$ cat src/rtl/avmm_cmd_engine.sv
// avmm_cmd_engine: table-driven Avalon-MM master (write, masked poll, delay, end).
// Define AVMM_CMD_ENGINE_READLOG_EN to add the LAST_READDATA debug capture port.
module avmm_cmd_engine #(
   parameter int P_ADDRSIZE  = 8,
   parameter int P_DATASIZE  = 32,
   parameter int P_DEPTH     = 16,
   parameter int P_POLL_MAX  = 1024,
   parameter int P_DELAYSIZE = 16
) (
   input  logic                                CLOCK,
   input  logic                                RESET_N,
   input  logic                                START,
   output logic                                BUSY,
   output logic                                DONE,
   output logic                                ERROR,
   output logic [$clog2(P_DEPTH)-1:0]          ERR_INDEX,
   output logic [$clog2(P_DEPTH)-1:0]          CMD_INDEX,
   input  logic [2+P_ADDRSIZE+2*P_DATASIZE-1:0] CMD_WORD,
   output logic                                AVM_M0_READ,
   output logic                                AVM_M0_WRITE,
   input  logic                                AVM_M0_WAITREQUEST,
   output logic [P_ADDRSIZE-1:0]               AVM_M0_ADDRESS,
   input  logic [P_DATASIZE-1:0]               AVM_M0_READDATA,
   output logic [P_DATASIZE-1:0]               AVM_M0_WRITEDATA
`ifdef AVMM_CMD_ENGINE_READLOG_EN
   ,
   output logic [P_DATASIZE-1:0]               LAST_READDATA
`endif
);

   localparam int CW  = $clog2(P_DEPTH);
   localparam int CWW = 2 + P_ADDRSIZE + 2 * P_DATASIZE;
   localparam int PW  = CWW - 2;
   localparam int DW  = P_DELAYSIZE;
   localparam int PCW = (P_POLL_MAX < 2) ? 1 : $clog2(P_POLL_MAX + 1);

   typedef enum logic [2:0] {
      S_IDLE, S_FETCH, S_WRITE, S_READ,
      S_GAP, S_DELAY, S_DONE, S_ERROR
   } state_e;

   state_e          state_q, state_d;
   logic [CW-1:0]   idx_q, idx_d;
   logic [CW-1:0]   err_q, err_d;
   logic [PW-1:0]   cmd_q, cmd_d;
   logic [PCW-1:0]  poll_q, poll_d;
   logic [DW-1:0]   dly_q, dly_d;
   logic            adv;

   logic [1:0]            w_op;
   logic [DW-1:0]         w_dly;
   logic [P_ADDRSIZE-1:0] c_addr;
   logic [P_DATASIZE-1:0] c_mask;
   logic [P_DATASIZE-1:0] c_data;
   logic                  match;

   assign w_op   = CMD_WORD[CWW-1 -: 2];
   assign w_dly  = CMD_WORD[DW-1:0];
   assign c_addr = cmd_q[2*P_DATASIZE +: P_ADDRSIZE];
   assign c_mask = cmd_q[P_DATASIZE +: P_DATASIZE];
   assign c_data = cmd_q[0 +: P_DATASIZE];
   assign match  = (AVM_M0_READDATA & c_mask) == (c_data & c_mask);

   always_ff @(posedge CLOCK) begin
      if (!RESET_N) begin
         state_q <= S_IDLE;
         idx_q   <= '0;
         err_q   <= '0;
         cmd_q   <= '0;
         poll_q  <= '0;
         dly_q   <= '0;
      end else begin
         state_q <= state_d;
         idx_q   <= idx_d;
         err_q   <= err_d;
         cmd_q   <= cmd_d;
         poll_q  <= poll_d;
         dly_q   <= dly_d;
      end
   end

   always_comb begin
      state_d = state_q;
      idx_d   = idx_q;
      err_d   = err_q;
      cmd_d   = cmd_q;
      poll_d  = poll_q;
      dly_d   = dly_q;
      adv     = 1'b0;
      unique case (state_q)
         S_IDLE, S_DONE, S_ERROR: begin
            if (START) begin
               idx_d   = '0;
               state_d = S_FETCH;
            end
         end
         S_FETCH: begin
            cmd_d  = CMD_WORD[PW-1:0];
            poll_d = '0;
            unique case (w_op)
               2'b00: state_d = S_WRITE;
               2'b01: state_d = S_READ;
               2'b10: begin
                  if (w_dly == '0) begin
                     adv = 1'b1;
                  end else begin
                     dly_d   = w_dly;
                     state_d = S_DELAY;
                  end
               end
               2'b11: state_d = S_DONE;
               default: state_d = S_DONE;
            endcase
         end
         S_WRITE: begin
            if (!AVM_M0_WAITREQUEST) adv = 1'b1;
         end
         S_READ: begin
            if (!AVM_M0_WAITREQUEST) begin
               if (match) begin
                  adv = 1'b1;
               end else begin
                  poll_d = poll_q + PCW'(1);
                  // P_POLL_MAX of 0 means the poll never gives up
                  if (P_POLL_MAX != 0 &&
                      poll_d == PCW'(P_POLL_MAX)) begin
                     err_d   = idx_q;
                     state_d = S_ERROR;
                  end else begin
                     state_d = S_GAP;
                  end
               end
            end
         end
         S_GAP: state_d = S_READ;
         S_DELAY: begin
            if (dly_q == DW'(1)) adv = 1'b1;
            else dly_d = dly_q - DW'(1);
         end
         default: state_d = S_IDLE;
      endcase
      if (adv) begin
         if (idx_q == CW'(P_DEPTH - 1)) begin
            state_d = S_DONE;
         end else begin
            idx_d   = idx_q + CW'(1);
            state_d = S_FETCH;
         end
      end
   end

   assign BUSY  = state_q inside {S_FETCH, S_WRITE, S_READ,
                                  S_GAP, S_DELAY};
   assign DONE  = state_q == S_DONE;
   assign ERROR = state_q == S_ERROR;
   assign ERR_INDEX = err_q;
   assign CMD_INDEX = idx_q;

   assign AVM_M0_WRITE     = state_q == S_WRITE;
   assign AVM_M0_READ      = state_q == S_READ;
   assign AVM_M0_ADDRESS   = (AVM_M0_WRITE || AVM_M0_READ) ?
                             c_addr : '0;
   assign AVM_M0_WRITEDATA = AVM_M0_WRITE ? c_data : '0;

`ifdef AVMM_CMD_ENGINE_READLOG_EN
   logic [P_DATASIZE-1:0] rlog_q;

   always_ff @(posedge CLOCK) begin
      if (!RESET_N) begin
         rlog_q <= '0;
      end else if (state_q == S_READ && !AVM_M0_WAITREQUEST) begin
         rlog_q <= AVM_M0_READDATA;
      end
   end

   assign LAST_READDATA = rlog_q;
`endif

endmodule
$ cat config.mk
export PLATFORM = sky130hd
export DESIGN_NAME = avmm_cmd_engine
export DESIGN_NICKNAME = d
export VERILOG_FILES = /design/src/rtl/avmm_cmd_engine.sv
export SDC_FILE = /design/constraint.sdc
export NUM_CORES = 1
export LEC_CHECK = 0
export BUFFER_PORTS_ARGS = -buffer_cell sky130_fd_sc_hd__buf_2
export CAP_MARGIN = 20
export CORE_ASPECT_RATIO = 0.9
export CORE_MARGIN = 5
export CORE_UTILIZATION = 53
export DETAILED_ROUTE_END_ITERATION = 7
export PLACE_DENSITY = 0.81
export SLEW_MARGIN = 30
export SYNTH_ARGS = -nofsm -noshare
export SYNTH_HDL_FRONTEND = slang
export SYNTH_SLANG_ARGS = --single-unit
$ cat constraint.sdc
create_clock -name CLOCK -period 3.2 [get_ports CLOCK]
set_clock_uncertainty 0.2 [all_clocks]
set_input_delay 0.32 -clock CLOCK [delete_from_list [all_inputs] [get_ports CLOCK]]
set_output_delay 0.32 -clock CLOCK [all_outputs]
set_load 0.02 [all_outputs]
==> impl_metrics.csv, run 1 <==
group,metric,value,unit
detailed_routing,num_vias,5757,
worst_setup_path,crit_slowest_cell,"a2111oi_4",
yosys,synth_area_per_cell,7.78,um2
worst_setup_path,startpoint_type,"register",
yosys,ys_async_sr_fraction,0,%
final_layout,seqCellArea,0.00220,mm2
final_layout,n_antenna_cell,0,
final_layout,multi_input_area,0.00351,mm2
worst_setup_path,rr_worst_depth,7,
power_and_ir_drop,worst_ir_drop_vdd,0.375,mV
global_routing,grt_use_met2,38.6,%
worst_setup_path,required,3.25,ns
worst_setup_path,cp_num_buf_inv,0,
detailed_routing,via_per_inst,5.44,
final_layout,areaGrowthSynthToFinish,21.6,%
global_routing,grt_pass1_vias,5259,
final_layout,nets,1020,
die,core_area,0.0109,mm2
die,num_rows,36,
worst_setup_path,r2r-start,"poll_q[0]$_SDFFE_PN0P_",
sta,setup_ws,0.514,ns
power_and_ir_drop,p_seq_share,38.2,%
power_and_ir_drop,power_density,669,mW/mm2
power_and_ir_drop,swShare,38.6,%
global_routing,top_usage_layer,"met2",
global_routing,grt_overflow_total,0,
global_routing,use_met3,6.02,%
power_and_ir_drop,p_switching,0.00186,W
worst_setup_path,crit_chain,"ha_1 > nand3_1 > or3_1 > a211o_1 > a2111oi_4 > mux2i_1 > nor2b_1",
placed_design,dpl.hpwl,11900,um
yosys,yosys.cell_types.count,54,
worst_hold_path,hp-start,"CMD_WORD[57]",
detailed_routing,firstDrtPassIters,5,
worst_setup_path,crit_family,"compound AO/OA/AOI/OAI gates",
worst_hold_path,whs_endpoint,"cmd_q[57]$_SDFFE_PN0P_",
global_routing,track_usage,24.2,%
worst_hold_path,holdCritPathClass,"in2reg",
detailed_routing,drt-initial-drc-count,411,
flow_run,cap_violations,0,
sta,worst_pin_slew,0.746,ns
global_routing,grt_max_degree,73,
placed_design,place_inst,1043,
sta,hold_viol,0,
clock_network,cts.repair.resized,0,
placed_design,placed_cell_area,0.00688,mm2
global_routing,antenna_found_initial,0,
clock_network,cts_sinks,110,
worst_hold_path,hold_path_depth,3,
die,die-width,122,um
worst_setup_path,path_max_fanout,8,
power_and_ir_drop,power_frac_comb,36.1,%
die,die_h,110,um
global_routing,grt_use_met1,32.5,%
clock_network,cts_made_buffers,9,
sta,period_share,83.9,%
clock_network,clk_latency,0.35,ns
worst_setup_path,cp.arrival,2.74,ns
clock_network,cts_buffer_depth,2,
die,die_area,0.0134,mm2
yosys,synth_nets,880,
placed_design,place.gp.congestion,0.945,
clock_network,cts.clk_slew.worst_paths,0.08,ns
sta,finalSetupViolCount,0,
detailed_routing,drtAntennaViolNets,0,
sta,fin_tns_setup,0,ns
yosys,synth_edf_count,0,
worst_setup_path,rr_endpoint,"ERR_INDEX[2]$_SDFFE_PN0P_",
sta,relSlewSlack,50.2,%
global_routing,grt_pass1_wl,25900,um
power_and_ir_drop,intPower,0.00296,W
detailed_routing,finalWirelength,16200,um
final_layout,fillers,994,
power_and_ir_drop,leakage,3.09,nW
die,ios,163,
worst_setup_path,cp_slowest_stage_delay,0.52,ns
sta,rsz0062_at_grt,"no",
sta,fmax,0.372,GHz
clock_network,cts_setup_buffers,0,
worst_setup_path,worst_setup_path_end_kind,"register",
yosys,ys_ff_latch,110,
final_layout,layout.cell_area.non_filler,0.00721,mm2
yosys,syn-cell-area,0.00593,mm2
final_layout,instances_no_fill,1059,
worst_setup_path,r2r_setup_slack,0.51,ns
sta,min_period,2.69,ns
placed_design,pre_cts_ws,0.472,ns
clock_network,htreeDepth,3,
clock_network,cts_tree,"yes",
placed_design,io_buffers,162,
detailed_routing,wl_per_cell,15.3,um
status,outcome,"finished, final reports clean",
clock_network,cts_root_buffer,"clkbuf_16",
power_and_ir_drop,clockPowerShare,25.6,%
worst_setup_path,timing.setup.critical_path_class,"reg2reg",
yosys,ys.flop_type,"dfxtp_1",
clock_network,cts-hold-fix-buffers,0,
yosys,yosys_warnings,0,
die,start_util,54.4,%
final_layout,layout-drive-gt1-share,22.9,%
yosys,ys_seq_area_share,37.1,%
sta,drv_slew,0,
detailed_routing,drc_errors,0,
yosys,netlist_instances,762,
==> final cells by class <==
class                           instances  area share (%)
Multi-Input combinational cell        593            48.6
Sequential cell                       110            30.5
Timing Repair Buffer                  175            12.9
Tap cell                              152            2.64
Clock inverter                          6            1.30
Inverter                               13           0.676
Clock buffer                           10            3.31
==> flip-flops by register name, summed over array words and instances (netlist names) <==
register	cells
ERR_INDEX	4
poll_q	11
dly_q	16
cmd_q	72
CMD_INDEX	4
state_q	3
==> cell usage in the layout (no fill, tap or decap), types with 2 or more instances in the layout <==
cell       count
o221a_2        4
a21boi_0      75
nand3_1        8
or4_1          2
mux2i_1        5
buf_2        162
nor2_1        44
a22oi_1       19
bufinv_16      2
or4_4          3
nor3b_1        4
nand2b_1       2
ha_1           8
buf_12         2
clkbuf_16      9
clkinv_4       2
o21ai_0       34
inv_1         12
o22ai_1        3
nor2b_1        8
xor2_1        35
dfxtp_1      110
a31oi_1        9
o21a_1         4
nor3_1        12
nand3b_1       3
nand4_1        7
or3_1          6
a211oi_1       3
and2_1        52
nand2_1      178
a211o_1        4
nor4_1        13
a21oi_1       22
buf_4         11
and3_1         3
==> Yosys cell counts (13+ instances only) <==
cell | n | area [um2]
nand2_1 | 179 | 672
dfxtp_1 | 110 | 2200
a21boi_0 | 75 | 563
and2_1 | 52 | 325
nor2_1 | 45 | 169
clkbuf_1 | 38 | 143
xor2_1 | 35 | 307
o21ai_0 | 34 | 170
a21oi_1 | 22 | 110
a22oi_1 | 19 | 143
nor4_1 | 13 | 81.3
==> power by group through the flow <==
stage / Combinational [W] / Sequential, W / Clock (W)
floorplan: 0.00121 / 0.00180 / 0
global placement: 0.00173 / 0.00187 / 0
detailed placement: 0.00174 / 0.00187 / 0
CTS: 0.00175 / 0.00184 / 0.00126
global route: 0.00196 / 0.00188 / 0.00131
finish: 0.00174 / 0.00185 / 0.00124
==> through the flow <==
step | util, % | power (W) | hold WS (ns)
after detailed placement | 63.1 | 0.00361 | 0.254
after global routing | 66.2 | 0.00515 | 0.0160
after global placement | 63.1 | 0.00360 | 0.248
after floorplan | - | 0.00302 | 0.239
after CTS | 66.2 | 0.00485 | 0.00797
final | 66.2 | 0.00483 | 0.0104
==> cell families (layout without fill, tap and decap cells) <==
kind of cell               count (synthesis)  in the layout  synth area share [%]
AOI/OAI and AO/OA                        192            192                  22.9
DFF                                      110            110                  37.1
xor gates and xnor gates                  35             35                  5.17
muxes                                      5              5                 0.844
adders and majority gates                  8              8                  1.69
buffers and inverters                     59            204                  3.90
and+or+nand+nor                          353            353                  28.4
==> routing by layer <==
| layer | routed length, um | vias up | share of wire (%) |
|---|---|---|---|
| met4 | 402 | 0 | 2.5 |
| met5 | 0 | - | 0 |
| met2 | 7360 | 242 | 46 |
| met1 | 7030 | 2596 | 43 |
| li1 | - | 2887 | - |
| met3 | 1380 | 32 | 8.5 |
==> worst max path at each step <==
stage                            from  slack (ns)  cells after the start                   endpoint
2_1_floorplan  poll_q[0]$_SDFFE_PN0P_        0.69                      7  ERR_INDEX[2]$_SDFFE_PN0P_
3_3_place_gp              CMD_WORD[1]        0.52                      8    CMD_INDEX[0]$_SDFF_PN0_
3_5_place_dp              CMD_WORD[1]        0.47                      8    CMD_INDEX[0]$_SDFF_PN0_
4_1_cts        poll_q[0]$_SDFFE_PN0P_        0.54                      7  ERR_INDEX[3]$_SDFFE_PN0P_
5_1_grt        poll_q[4]$_SDFFE_PN0P_        0.37                      6  ERR_INDEX[3]$_SDFFE_PN0P_
6_report       poll_q[0]$_SDFFE_PN0P_        0.51                      7  ERR_INDEX[2]$_SDFFE_PN0P_
==> worst register-to-register path, stage by stage, from the launching register on <==
cell and delay, ns:
dfxtp_1 0.46, ha_1 0.30, nand3_1 0.12, or3_1 0.32, a211o_1 0.35, a2111oi_4 0.52
mux2i_1 0.25, nor2b_1 0.06
Power figures use the tool's default switching activity.
==> inputs of run 2 (changes only) <==
- clock period: 3.2 -> 2.6 ns (I/O delays scaled with it)
==> impl_metrics.csv, run 2 (same netlist as run 1, synthesis figures left out) <==
group,metric,value,unit
global_routing,track_usage,27.0,%
clock_network,cts.clk_slew.worst_paths,0.07,ns
final_layout,max_flop_register,"cmd_q",
sta,finalSetupViolCount,0,
worst_setup_path,timing.setup.critical_path_class,"reg2reg",
worst_setup_path,path_max_fanout,5,
global_routing,grt_pass1_wl,29000,um
detailed_routing,met1_length,7560,um
detailed_routing,via_per_inst,5.58,
die,ios,163,
worst_hold_path,hold_path_depth,3,
clock_network,clk_latency,0.35,ns
sta,worst_pin_slew,0.752,ns
worst_setup_path,cp-endpoint,"CMD_INDEX[0]$_SDFF_PN0_",
power_and_ir_drop,power_density,771,mW/mm2
worst_setup_path,rr_worst_depth,8,
sta,hold_viol,0,
final_layout,nets,1102,
sta,period_share,95.4,%
worst_setup_path,rr_endpoint,"CMD_INDEX[0]$_SDFF_PN0_",
final_layout,multi_input_area,0.00352,mm2
global_routing,antenna_found_initial,3,
power_and_ir_drop,leakage,3.46,nW
global_routing,grt_max_degree,90,
sta,min_period,2.48,ns
detailed_routing,drt-initial-drc-count,515,
final_layout,fillers,867,
final_layout,seqCellArea,0.00220,mm2
sta,fmax,0.403,GHz
clock_network,cts_buffer_depth,2,
sta,fin_tns_setup,0,ns
global_routing,grt_pass1_vias,5931,
final_layout,final_common_cell,"nand2_1",
detailed_routing,wl_per_cell,16.1,um
detailed_routing,finalWirelength,18300,um
final_layout,largest_reg_flops,72,
flow_run,cap_violations,0,
worst_setup_path,cp.arrival,2.56,ns
final_layout,layout-drive-gt1-share,23.5,%
clock_network,cts_sinks,110,
detailed_routing,route.met2.wl,8620,um
power_and_ir_drop,worst_ir_drop_vdd,0.548,mV
worst_setup_path,worst_setup_path_end_kind,"register",
placed_design,dpl.hpwl,12200,um
worst_setup_path,required,2.68,ns
worst_setup_path,startpoint_type,"register",
detailed_routing,wl_met3,1470,um
final_layout,layout.cell_area.non_filler,0.00799,mm2
global_routing,grt_overflow_total,0,
detailed_routing,firstDrtPassIters,6,
worst_setup_path,cp-startpoint,"cmd_q[1]$_SDFFE_PN0P_",
clock_network,cts_tree,"yes",
power_and_ir_drop,finalPower,0.00616,W
placed_design,placed_cell_area,0.00706,mm2
final_layout,final_cell_mix,"178 x nand2_1, 162 x buf_2, 110 x dfxtp_1",
worst_setup_path,r2r_setup_slack,0.12,ns
detailed_routing,num_vias,6364,
final_layout,largestRegisters,"cmd_q (72), dly_q (16), poll_q (11)",
clock_network,htreeDepth,3,
sta,drv_slew,0,
placed_design,place.gp.congestion,0.899,
worst_setup_path,r2r-start,"cmd_q[1]$_SDFFE_PN0P_",
clock_network,cts_made_buffers,9,
die,die-width,122,um
die,num_rows,36,
worst_hold_path,holdCritPathClass,"in2reg",
sta,relSlewSlack,49.9,%
clock_network,cts_root_buffer,"clkbuf_16",
status,outcome,"finished, final reports clean",
final_layout,n_antenna_cell,0,
placed_design,io_buffers,162,
die,core_area,0.0109,mm2
detailed_routing,drc_errors,0,
die,start_util,54.4,%
detailed_routing,dr.max_layer_used,"met5",
sta,rsz0062_at_grt,"no",
detailed_routing,drtAntennaViolNets,0,
die,die_h,110,um
final_layout,areaGrowthSynthToFinish,34.8,%
die,die_area,0.0134,mm2
-- run 2: power breakdown --
part	internal [W]	switching, W	leakage, nW
Clock	0.000809	0.000644	0.156
Sequential	0.00200	0.000236	0.895
Combinational	0.000939	0.00153	2.41
-- run 2: repair_timing --
item                                    in CTS  in global routing
hold buffers                                60                  0
endpoints found under the setup margin       0                 11
gates resized for setup                      0                  4
buffers inserted                             0                  0
hold endpoints to repair                    60                  0
-- run 2: worst min path at each step --
stage / from / slack (ns) / end
2_1_floorplan: CMD_WORD[10] / 0.20 / cmd_q[10]$_SDFFE_PN0P_
3_3_place_gp: cmd_q[67]$_SDFFE_PN0P_ / 0.25 / cmd_q[67]$_SDFFE_PN0P_
3_5_place_dp: cmd_q[65]$_SDFFE_PN0P_ / 0.25 / cmd_q[65]$_SDFFE_PN0P_
4_1_cts: CMD_WORD[9] / 0.02 / cmd_q[9]$_SDFFE_PN0P_
5_1_grt: CMD_WORD[14] / 0.02 / cmd_q[14]$_SDFFE_PN0P_
6_report: CMD_WORD[14] / 0.03 / cmd_q[14]$_SDFFE_PN0P_
-- run 2: layout make-up --
type                    count  area share [%]
multi-input cells         593            44.1
flip-flops and latches    110            27.5
repair buffers            257            21.4
clock buffers              11            3.16
well taps                 152            2.38
clock inverters             5           0.814
inverters                  13           0.610
-- run 2: worst max-delay path, cell delays in order, from the launching register on --
cell and delay, ns:
dfxtp_1 0.34, xor2_1 0.17, a22oi_1 0.31, nand4_1 0.24
nor4_2 0.31, buf_4 0.17, o21ai_2 0.09, or4b_1 0.50
o21ai_1 0.08
-- run 2: stage by stage --
stage                     std cells  setup slack, ns  util, %  hold slack [ns]
after global placement         1065           0.0219     64.8            0.248
after floorplan                 762           0.0912        -            0.205
final                          1141            0.120     73.3           0.0330
after global routing           1141           0.0108     73.3           0.0218
after CTS                      1141            0.101     73.2           0.0203
after detailed placement       1065          -0.0127     64.8            0.253
-- run 2: metal layers --
| metal | up-vias | GRT usage, % |
|---|---|---|
| met1 | 2947 | 33.8 |
| li1 | 3062 | - |
| met5 | - | 0 |
| met3 | 64 | 6.07 |
| met4 | 6 | 11.0 |
| met2 | 285 | 45.3 |
==> inputs of run 3 (changes only) <==
- RECOVER_POWER: not set -> 100
==> impl_metrics.csv, run 3 (same netlist as run 1, synthesis figures left out) <==
group,metric,value,unit
clock_network,cts_sinks,110,
final_layout,seqCellArea,0.00220,mm2
detailed_routing,drt-initial-drc-count,512,
detailed_routing,drc_errors,0,
final_layout,layout-drive-gt1-share,21.7,%
die,die-width,122,um
clock_network,cts_made_buffers,9,
placed_design,io_buffers,162,
sta,min_period,2.49,ns
worst_setup_path,crit_family,"simple AND/OR/NAND/NOR gates",
clock_network,cts_root_buffer,"clkbuf_16",
sta,rsz0062_at_grt,"no",
power_and_ir_drop,swShare,39.2,%
final_layout,max_flop_register,"cmd_q",
die,ios,163,
placed_design,pre_cts_ws,-0.0127,ns
final_layout,largest_reg_flops,72,
power_and_ir_drop,p_switching,0.00240,W
sta,worst_pin_slew,0.758,ns
sta,period_share,95.7,%
final_layout,multi_input_area,0.00350,mm2
clock_network,htreeDepth,3,
die,die_h,110,um
die,start_util,54.4,%
power_and_ir_drop,p_seq_share,36.6,%
final_layout,n_antenna_cell,0,
global_routing,grt_overflow_total,0,
sta,finalSetupViolCount,0,
final_layout,final_common_cell,"nand2_1",
power_and_ir_drop,worst_ir_drop_vdd,0.547,mV
power_and_ir_drop,leakage,3.34,nW
sta,drv_slew,0,
global_routing,antenna_found_initial,3,
global_routing,track_usage,27.0,%
worst_setup_path,crit_slowest_cell,"dfxtp_1",
power_and_ir_drop,power_frac_comb,39.6,%
clock_network,cts_buffer_depth,2,
worst_setup_path,worst_setup_path_end_kind,"primary output",
detailed_routing,wl_per_cell,16.2,um
sta,relSlewSlack,49.5,%
worst_setup_path,timing.setup.critical_path_class,"reg2out",
global_routing,grt_pass1_wl,29000,um
die,core_area,0.0109,mm2
sta,hold_viol,0,
worst_setup_path,path_max_fanout,13,
final_layout,utilization,72.9,%
final_layout,largestRegisters,"cmd_q (72), dly_q (16), poll_q (11)",
sta,timing.hold.ws,0.0288,ns
die,die_area,0.0134,mm2
sta,fin_tns_setup,0,ns
worst_hold_path,holdCritPathClass,"in2reg",
global_routing,grt_max_degree,90,
global_routing,grt_pass1_vias,5931,
clock_network,cts.clk_slew.worst_paths,0.07,ns
power_and_ir_drop,finalPower,0.00611,W
sta,fmax,0.402,GHz
final_layout,nets,1102,
power_and_ir_drop,clockPowerShare,23.8,%
worst_setup_path,cp.arrival,2.03,ns
clock_network,clk_latency,0.35,ns
placed_design,dpl.hpwl,12200,um
power_and_ir_drop,intPower,0.00372,W
status,outcome,"finished, final reports clean",
detailed_routing,via_per_inst,5.54,
worst_setup_path,startpoint_type,"register",
power_and_ir_drop,power_density,769,mW/mm2
sta,setup_ws,0.112,ns
clock_network,cts_tree,"yes",
detailed_routing,firstDrtPassIters,5,
die,num_rows,36,
placed_design,place.gp.congestion,0.899,
worst_setup_path,required,2.14,ns
final_layout,fillers,886,
worst_setup_path,crit_chain,"buf_4 > nand2b_1 > nor2_4 > clkbuf_2 > and2_1 > buf_2",
worst_setup_path,cp_num_buf_inv,3,
detailed_routing,finalWirelength,18400,um
flow_run,cap_violations,0,
detailed_routing,num_vias,6316,
final_layout,areaGrowthSynthToFinish,34.0,%
detailed_routing,drtAntennaViolNets,0,
worst_setup_path,cp_slowest_stage_delay,0.33,ns
final_layout,final_cell_mix,"178 x nand2_1, 122 x buf_2, 110 x dfxtp_1",
## run 3: changes by cell type in the layout (fill, tap and decap cells not counted)
cell      before  now
clkbuf_1       0   16
and2_1        52   39
buf_2        162  122
and2_0         0   13
o41ai_4        1    0
clkbuf_2       0   27
buf_4         32   29
o41ai_1        0    1
## run 3: routing by layer
layer | GRT usage, % | wire (um) | up-vias
li1 | - | - | 3060
met1 | 33.8 | 7810 | 2918
met2 | 45.3 | 8630 | 272
met5 | 0 | 37 | -
met4 | 11.0 | 619 | 6
met3 | 6.07 | 1350 | 60
## run 3: final cells by class
class | instances | area share [%]
Sequential cell | 110 | 27.7
Timing Repair Buffer | 257 | 21.2
Inverter | 13 | 0.614
Multi-Input combinational cell | 593 | 44.1
Clock inverter | 5 | 0.819
Tap cell | 152 | 2.39
Clock buffer | 11 | 3.18
## run 3: path summary, 6_finish.rpt
path | start | endpoint | slack (ns) | depth (start not counted)
hold / removal | CMD_WORD[14] | cmd_q[14]$_SDFFE_PN0P_ | 0.03 | 3
hold reg to reg | cmd_q[65]$_SDFFE_PN0P_ | cmd_q[65]$_SDFFE_PN0P_ | 0.26 | 2
setup reg to reg | poll_q[5]$_SDFFE_PN0P_ | ERR_INDEX[0]$_SDFFE_PN0P_ | 0.16 | 7
setup / recovery | state_q[2]$_SDFFE_PN0P_ | AVM_M0_WRITEDATA[21] | 0.11 | 6
## run 3: power by group through the flow
stage / combinational [W] / sequential, W / clock [W]
global placement: 0.00229 / 0.00226 / 0
global route: 0.00264 / 0.00227 / 0.00152
finish: 0.00242 / 0.00224 / 0.00146
floorplan: 0.00150 / 0.00222 / 0
CTS: 0.00240 / 0.00223 / 0.00146
detailed placement: 0.00232 / 0.00227 / 0
## run 3: worst reg2reg max path: cells and delay by family, from the launching register on
kind                   cells  cell delay [ns]
and+or+nand+nor            3             0.72
muxes                      1             0.20
buffers and inverters      1             0.20
AOI/OAI and AO/OA          2             0.59
DFF                        1             0.44
## run 3: per-stage QoR
step           instances  area [um2]
2_1_floorplan        762        5930
3_3_place_gp        1065        7060
3_5_place_dp        1065        7060
4_1_cts             1141        7980
5_1_grt             1141        7950
6_report            1141        7950
## run 3: repair_timing
action	4_1_cts	5_1_grt
resized for setup	0	4
setup buffers	0	0
endpoints found under the hold margin	60	0
hold buffers	60	0
endpoints found under the setup margin	0	11
